`config.mk`:
```
export PLATFORM = sky130hd
export DESIGN_NAME = quad_decoder
export DESIGN_NICKNAME = d
export VERILOG_FILES = /design/src/rtl/quad_decoder.sv
export SDC_FILE = /design/constraint.sdc
export NUM_CORES = 1
export LEC_CHECK = 0
export CORE_MARGIN = 2
export CORE_UTILIZATION = 44
export CTS_CLUSTER_SIZE = 25
export DETAILED_ROUTE_END_ITERATION = 10
export PLACE_DENSITY = 0.74
export SETUP_SLACK_MARGIN = 0.2
export SYNTH_ARGS = -nofsm -noshare
export SYNTH_HDL_FRONTEND = slang
export SYNTH_SLANG_ARGS = --single-unit
```
`constraint.sdc`:
```
create_clock -name clk -period 7.6 [get_ports clk]
set_clock_uncertainty 0.05 [all_clocks]
set_input_delay 1.52 -clock clk [delete_from_list [all_inputs] [get_ports clk]]
set_output_delay 1.52 -clock clk [all_outputs]
set_load 0.005 [all_outputs]
```
`src/rtl/quad_decoder.sv`:
```
// Quadrature decoder: synchronized A/B phases -> step/up_down strobes and a wrapping position count.
// Optional glitch filter per phase when QUAD_FILTER_EN is defined.
module quad_decoder #(
  parameter int unsigned WIDTH    = 4,
  parameter int unsigned FILT_LEN = 3
) (
  input  logic             clk,
  input  logic             reset,
  input  logic             quad_a,
  input  logic             quad_b,
  input  logic             enable,
  output logic             step,
  output logic             up_down,
  output logic [WIDTH-1:0] position,
  output logic             wrap,
  output logic             err
);

  localparam int unsigned SETTLE_W = 5;
`ifdef QUAD_FILTER_EN
  localparam int unsigned CNT_W      = 4;
  localparam int unsigned SETTLE_CYC = 3 + FILT_LEN;
`else
  localparam int unsigned SETTLE_CYC = 3;
`endif
  localparam logic [SETTLE_W-1:0] SETTLE_INIT = SETTLE_W'(SETTLE_CYC);
  localparam logic [WIDTH-1:0]    POS_MAX     = '1;

  if ((FILT_LEN < 2) || (FILT_LEN > 15)) begin : g_filt_range
    $error("quad_decoder: FILT_LEN must be within 2..15");
  end

  logic [1:0] sync_a_q, sync_b_q;
  logic       lvl_a, lvl_b;

`ifdef QUAD_FILTER_EN
  logic             filt_a_q, filt_b_q, filt_a_d, filt_b_d;
  logic [CNT_W-1:0] cnt_a_q, cnt_b_q, cnt_a_d, cnt_b_d;

  // Filtered level flips only after FILT_LEN consecutive disagreeing samples
  always_comb begin
    filt_a_d = filt_a_q;
    cnt_a_d  = '0;
    filt_b_d = filt_b_q;
    cnt_b_d  = '0;
    if (sync_a_q[1] != filt_a_q) begin
      if (cnt_a_q == CNT_W'(FILT_LEN - 1)) filt_a_d = sync_a_q[1];
      else                                 cnt_a_d  = cnt_a_q + CNT_W'(1);
    end
    if (sync_b_q[1] != filt_b_q) begin
      if (cnt_b_q == CNT_W'(FILT_LEN - 1)) filt_b_d = sync_b_q[1];
      else                                 cnt_b_d  = cnt_b_q + CNT_W'(1);
    end
  end

  assign lvl_a = filt_a_q;
  assign lvl_b = filt_b_q;
`else
  assign lvl_a = sync_a_q[1];
  assign lvl_b = sync_b_q[1];
`endif

  logic [1:0]          cur_s, prev_q, idx_cur, idx_prev, delta;
  logic [SETTLE_W-1:0] settle_q, settle_d;
  logic [WIDTH-1:0]    pos_q, pos_d;
  logic                step_q, step_d, wrap_q, wrap_d;
  logic                up_down_q, up_down_d, err_q, err_d;

  // Gray {A,B} -> cycle index; index difference 1 = up, 3 = down, 2 = illegal
  assign cur_s    = {lvl_a, lvl_b};
  assign idx_cur  = {cur_s[0], cur_s[1] ^ cur_s[0]};
  assign idx_prev = {prev_q[0], prev_q[1] ^ prev_q[0]};
  assign delta    = idx_cur - idx_prev;

  always_comb begin
    step_d    = 1'b0;
    wrap_d    = 1'b0;
    up_down_d = up_down_q;
    pos_d     = pos_q;
    err_d     = err_q;
    settle_d  = settle_q;
    if (settle_q != '0) begin
      settle_d = settle_q - SETTLE_W'(1);
    end else begin
      case (delta)
        2'd1: if (enable) begin
          step_d    = 1'b1;
          up_down_d = 1'b1;
          pos_d     = pos_q + WIDTH'(1);
          wrap_d    = (pos_q == POS_MAX);
        end
        2'd3: if (enable) begin
          step_d    = 1'b1;
          up_down_d = 1'b0;
          pos_d     = pos_q - WIDTH'(1);
          wrap_d    = (pos_q == '0);
        end
        2'd2:    err_d = 1'b1;
        default: ;
      endcase
    end
  end

  always_ff @(posedge clk) begin
    if (reset) begin
      sync_a_q  <= '0;
      sync_b_q  <= '0;
      prev_q    <= '0;
      settle_q  <= SETTLE_INIT;
      pos_q     <= '0;
      step_q    <= 1'b0;
      wrap_q    <= 1'b0;
      up_down_q <= 1'b1;
      err_q     <= 1'b0;
`ifdef QUAD_FILTER_EN
      filt_a_q  <= 1'b0;
      filt_b_q  <= 1'b0;
      cnt_a_q   <= '0;
      cnt_b_q   <= '0;
`endif
    end else begin
      sync_a_q  <= {sync_a_q[0], quad_a};
      sync_b_q  <= {sync_b_q[0], quad_b};
      prev_q    <= cur_s;
      settle_q  <= settle_d;
      pos_q     <= pos_d;
      step_q    <= step_d;
      wrap_q    <= wrap_d;
      up_down_q <= up_down_d;
      err_q     <= err_d;
`ifdef QUAD_FILTER_EN
      filt_a_q  <= filt_a_d;
      filt_b_q  <= filt_b_d;
      cnt_a_q   <= cnt_a_d;
      cnt_b_q   <= cnt_b_d;
`endif
    end
  end

  assign step     = step_q;
  assign wrap     = wrap_q;
  assign up_down  = up_down_q;
  assign position = pos_q;
  assign err      = err_q;

endmodule

```
==> flow_summary.yaml <==
status:
  status: "finished, final reports clean"
timing:
  finalSetupTns_ns: 0
  setup_violations: 0
  fin_crit_ns: 2.827
  relSlewSlack: 0.5367
  hold_violations: 0
  rsz0062_at_grt: "false"
  slew_violations: 0
  finalCritPeriodShare: 0.3720
  fmax_mhz: 353.7
  tightestPinTransition_ns: 0.6928
floorplanning:
  io_pins: 13
  placementRows: 15
  fp.coreArea_mm2: 0.001764
  dieArea_mm2: 0.002295
  die_x_um: 47.91
  start_util: 0.4809
  die_h_um: 47.91
critical_path:
  cp-start-kind: "register"
  arrival_ns: 1.26
  critPathKind: "register to output pin"
  cp_cell_sequence: "clkdlybuf4s50_1"
  crit_path_end_kind: "output pin"
  required_ns: 6.03
  path_max_fanout: 6
  critical_path.max_stage_delay_ns: 0.54
  cp_top_family: "buffers and inverters"
  r2r_start: "prev_q[0]"
  cp_slowest_cell: "clkdlybuf4s50_1"
  crit_path_start: "position[1]"
  path_buf_inv: 1
hold_path:
  hold_class: "register to register"
  worstHoldStart: "sync_b_q[0]"
yosys:
  synth_top_area_cell: "dfxtp_1"
  synth.distinct_cells: 29
  ys_ff_latch: 19
  ys_seq_area_frac: 0.4484
  synth_top_flop_cell: "dfxtp_1"
  synthCells: 82
  syn_area_um2: 848.3
  syn_avg_cell_area_um2: 10.35
  synth_edf_count: 0
  synthTopCellsByArea: "dfxtp_1, xnor2_1, ha_1"
  synthArstFlopShare: 0
  syn_nets: 91
  netlist.area_leader.share: 0.4484
  ys_top_cells_by_count: "dfxtp_1, nor2_1, nor2b_1"
  yosys_warnings: 0
  yosysMostFrequentCell: "dfxtp_1"
power:
  p_sw_mw: 0.05097
  ir_drop_mv: 0.1526
  seqPwrFrac: 0.573
  leakagePower_nw: 0.4052
  p_sw_frac: 0.2609
  power.density_mw_per_mm2: 191.8
  clkPwrFrac: 0.252
  p_total_mw: 0.1954
  pwr-share-comb: 0.175
  p_int_mw: 0.1444
grt:
  track_usage: 0.1448
  grt_max_degree: 21
  grt_pass1_wl_um: 2332
  overflow: 0
  grt_pass1_vias: 568
  antenna_found_initial: 0
flow_run:
  maxCapViolations: 0
clock_network:
  cts_max_level: 1
  tritoncts: "yes"
  hold_buffers: 0
  cts-buffers-inserted: 3
  clock_path_buffers: 2
  path_clk_slew_ns: 0.10
  clock_sinks: 19
  clkLatencyLatePin_ns: 0.29
  postCtsSetupRepairBufs: 0
  cts_resized: 0
  cts_root_buf: "clkbuf_4"
cells_and_area:
  nets: 106
  drive_gt1_frac: 0.07292
  area_growth_pct: 20.06
  fillers: 182
  final_area_mm2: 0.001018
  num_antenna_cells: 0
  postLayoutCoreUtil: 0.5773
detailed_routing:
  ant_nets: 0
  via_count: 616
  wl_per_cell_um: 11.97
  initialDrtViolationCount: 9
  firstDrtPassIters: 4
  drc: 0
  viasPerCell: 5.091
  wirelength_um: 1448
placement:
  hpwl_um: 1069
  placed_area_um2: 992.2
  numPortBuffers: 12
  gp_routability_congestion: 0.7385
==> logic make-up after synthesis <==
group	after synthesis	share of synthesized area
and+or+nand+nor	33	0.2404
DFF	19	0.4484
xor gates and xnor gates	10	0.1195
AOI/OAI and AO/OA	7	0.05311
muxes	5	0.06195
buffers and inverters	4	0.01771
adders and majority gates	4	0.05900
==> path summary, 6_finish.rpt <==
path / end / slack [ns] / cells past startpoint
setup / recovery: position[1] / 4.77 / 1
hold / removal: sync_b_q[1] / 0.40 / 1
setup reg to reg: position[2] / 4.78 / 9
hold reg to reg: sync_b_q[1] / 0.40 / 1
==> flip-flops by register name, indices dropped and copies added, names as in the netlist <==
register  cells
err           1
sync_b_q      2
wrap          1
up_down       1
sync_a_q      2
step          1
settle_q      5
prev_q        2
position      4
==> per-stage QoR <==
step           instances  setup WS [ns]  hold slack, ns
2_1_floorplan         82          5.027          0.3638
3_3_place_gp         117          4.635          0.3839
3_5_place_dp         117          4.589          0.3798
4_1_cts              121          4.750          0.4057
5_1_grt              121          4.609          0.4215
6_report             121          4.773          0.3993
==> worst reg2reg max path, cell delays in order (launching register included) <==
cell     delay [ns]
dfxtp_1        0.41
xor2_1         0.18
ha_1           0.21
xnor3_1        0.28
nor2_1         0.25
xor2_1         0.11
ha_1           0.20
or4_1          0.51
a21oi_1        0.18
mux2_1         0.33
==> power groups by stage <==
stage	Clock, mW	Sequential [mW]	Combinational, mW
after floorplan	0	0.113	0.0263
after global routing	0.0568	0.113	0.0385
after detailed placement	0	0.114	0.0343
after CTS	0.0517	0.112	0.0347
final	0.0492	0.112	0.0341
after global placement	0	0.114	0.0326
==> cell usage in the layout, fill, tap and decap left out, drive strengths merged, types with 3 or more instances in the layout <==
| cell type | Yosys | routed |
|---|---|---|
| dfxtp | 19 | 19 |
| nor2b | 8 | 8 |
| clkbuf | 2 | 4 |
| nor2 | 9 | 9 |
| clkdlybuf4s50 | 0 | 12 |
| mux2i | 3 | 3 |
| xnor2 | 6 | 6 |
| xor2 | 3 | 3 |
| ha | 4 | 4 |
| nor3 | 4 | 4 |
==> layer usage <==
| metal | wire [um] | global-route usage | vias to the layer above |
|---|---|---|---|
| li1 | - | - | 310 |
| met1 | 722 | 0.1841 | 293 |
| met2 | 674 | 0.2240 | 11 |
| met3 | 43 | 0.05660 | 2 |
| met4 | 8 | 0.04865 | 0 |
| met5 | 0 | 0 | - |
==> layout make-up <==
class / instances / area (um^2) / share of cell area
multi-input combinational: 59 / 452.9 / 0.4447
sequential: 19 / 380.4 / 0.3735
timing repair buffer: 12 / 120.1 / 0.1179
tap: 25 / 31.28 / 0.03071
clock buffer: 4 / 26.28 / 0.02580
inverter: 2 / 7.507 / 0.007371
Note: power is estimated with default switching activity, not from simulation.
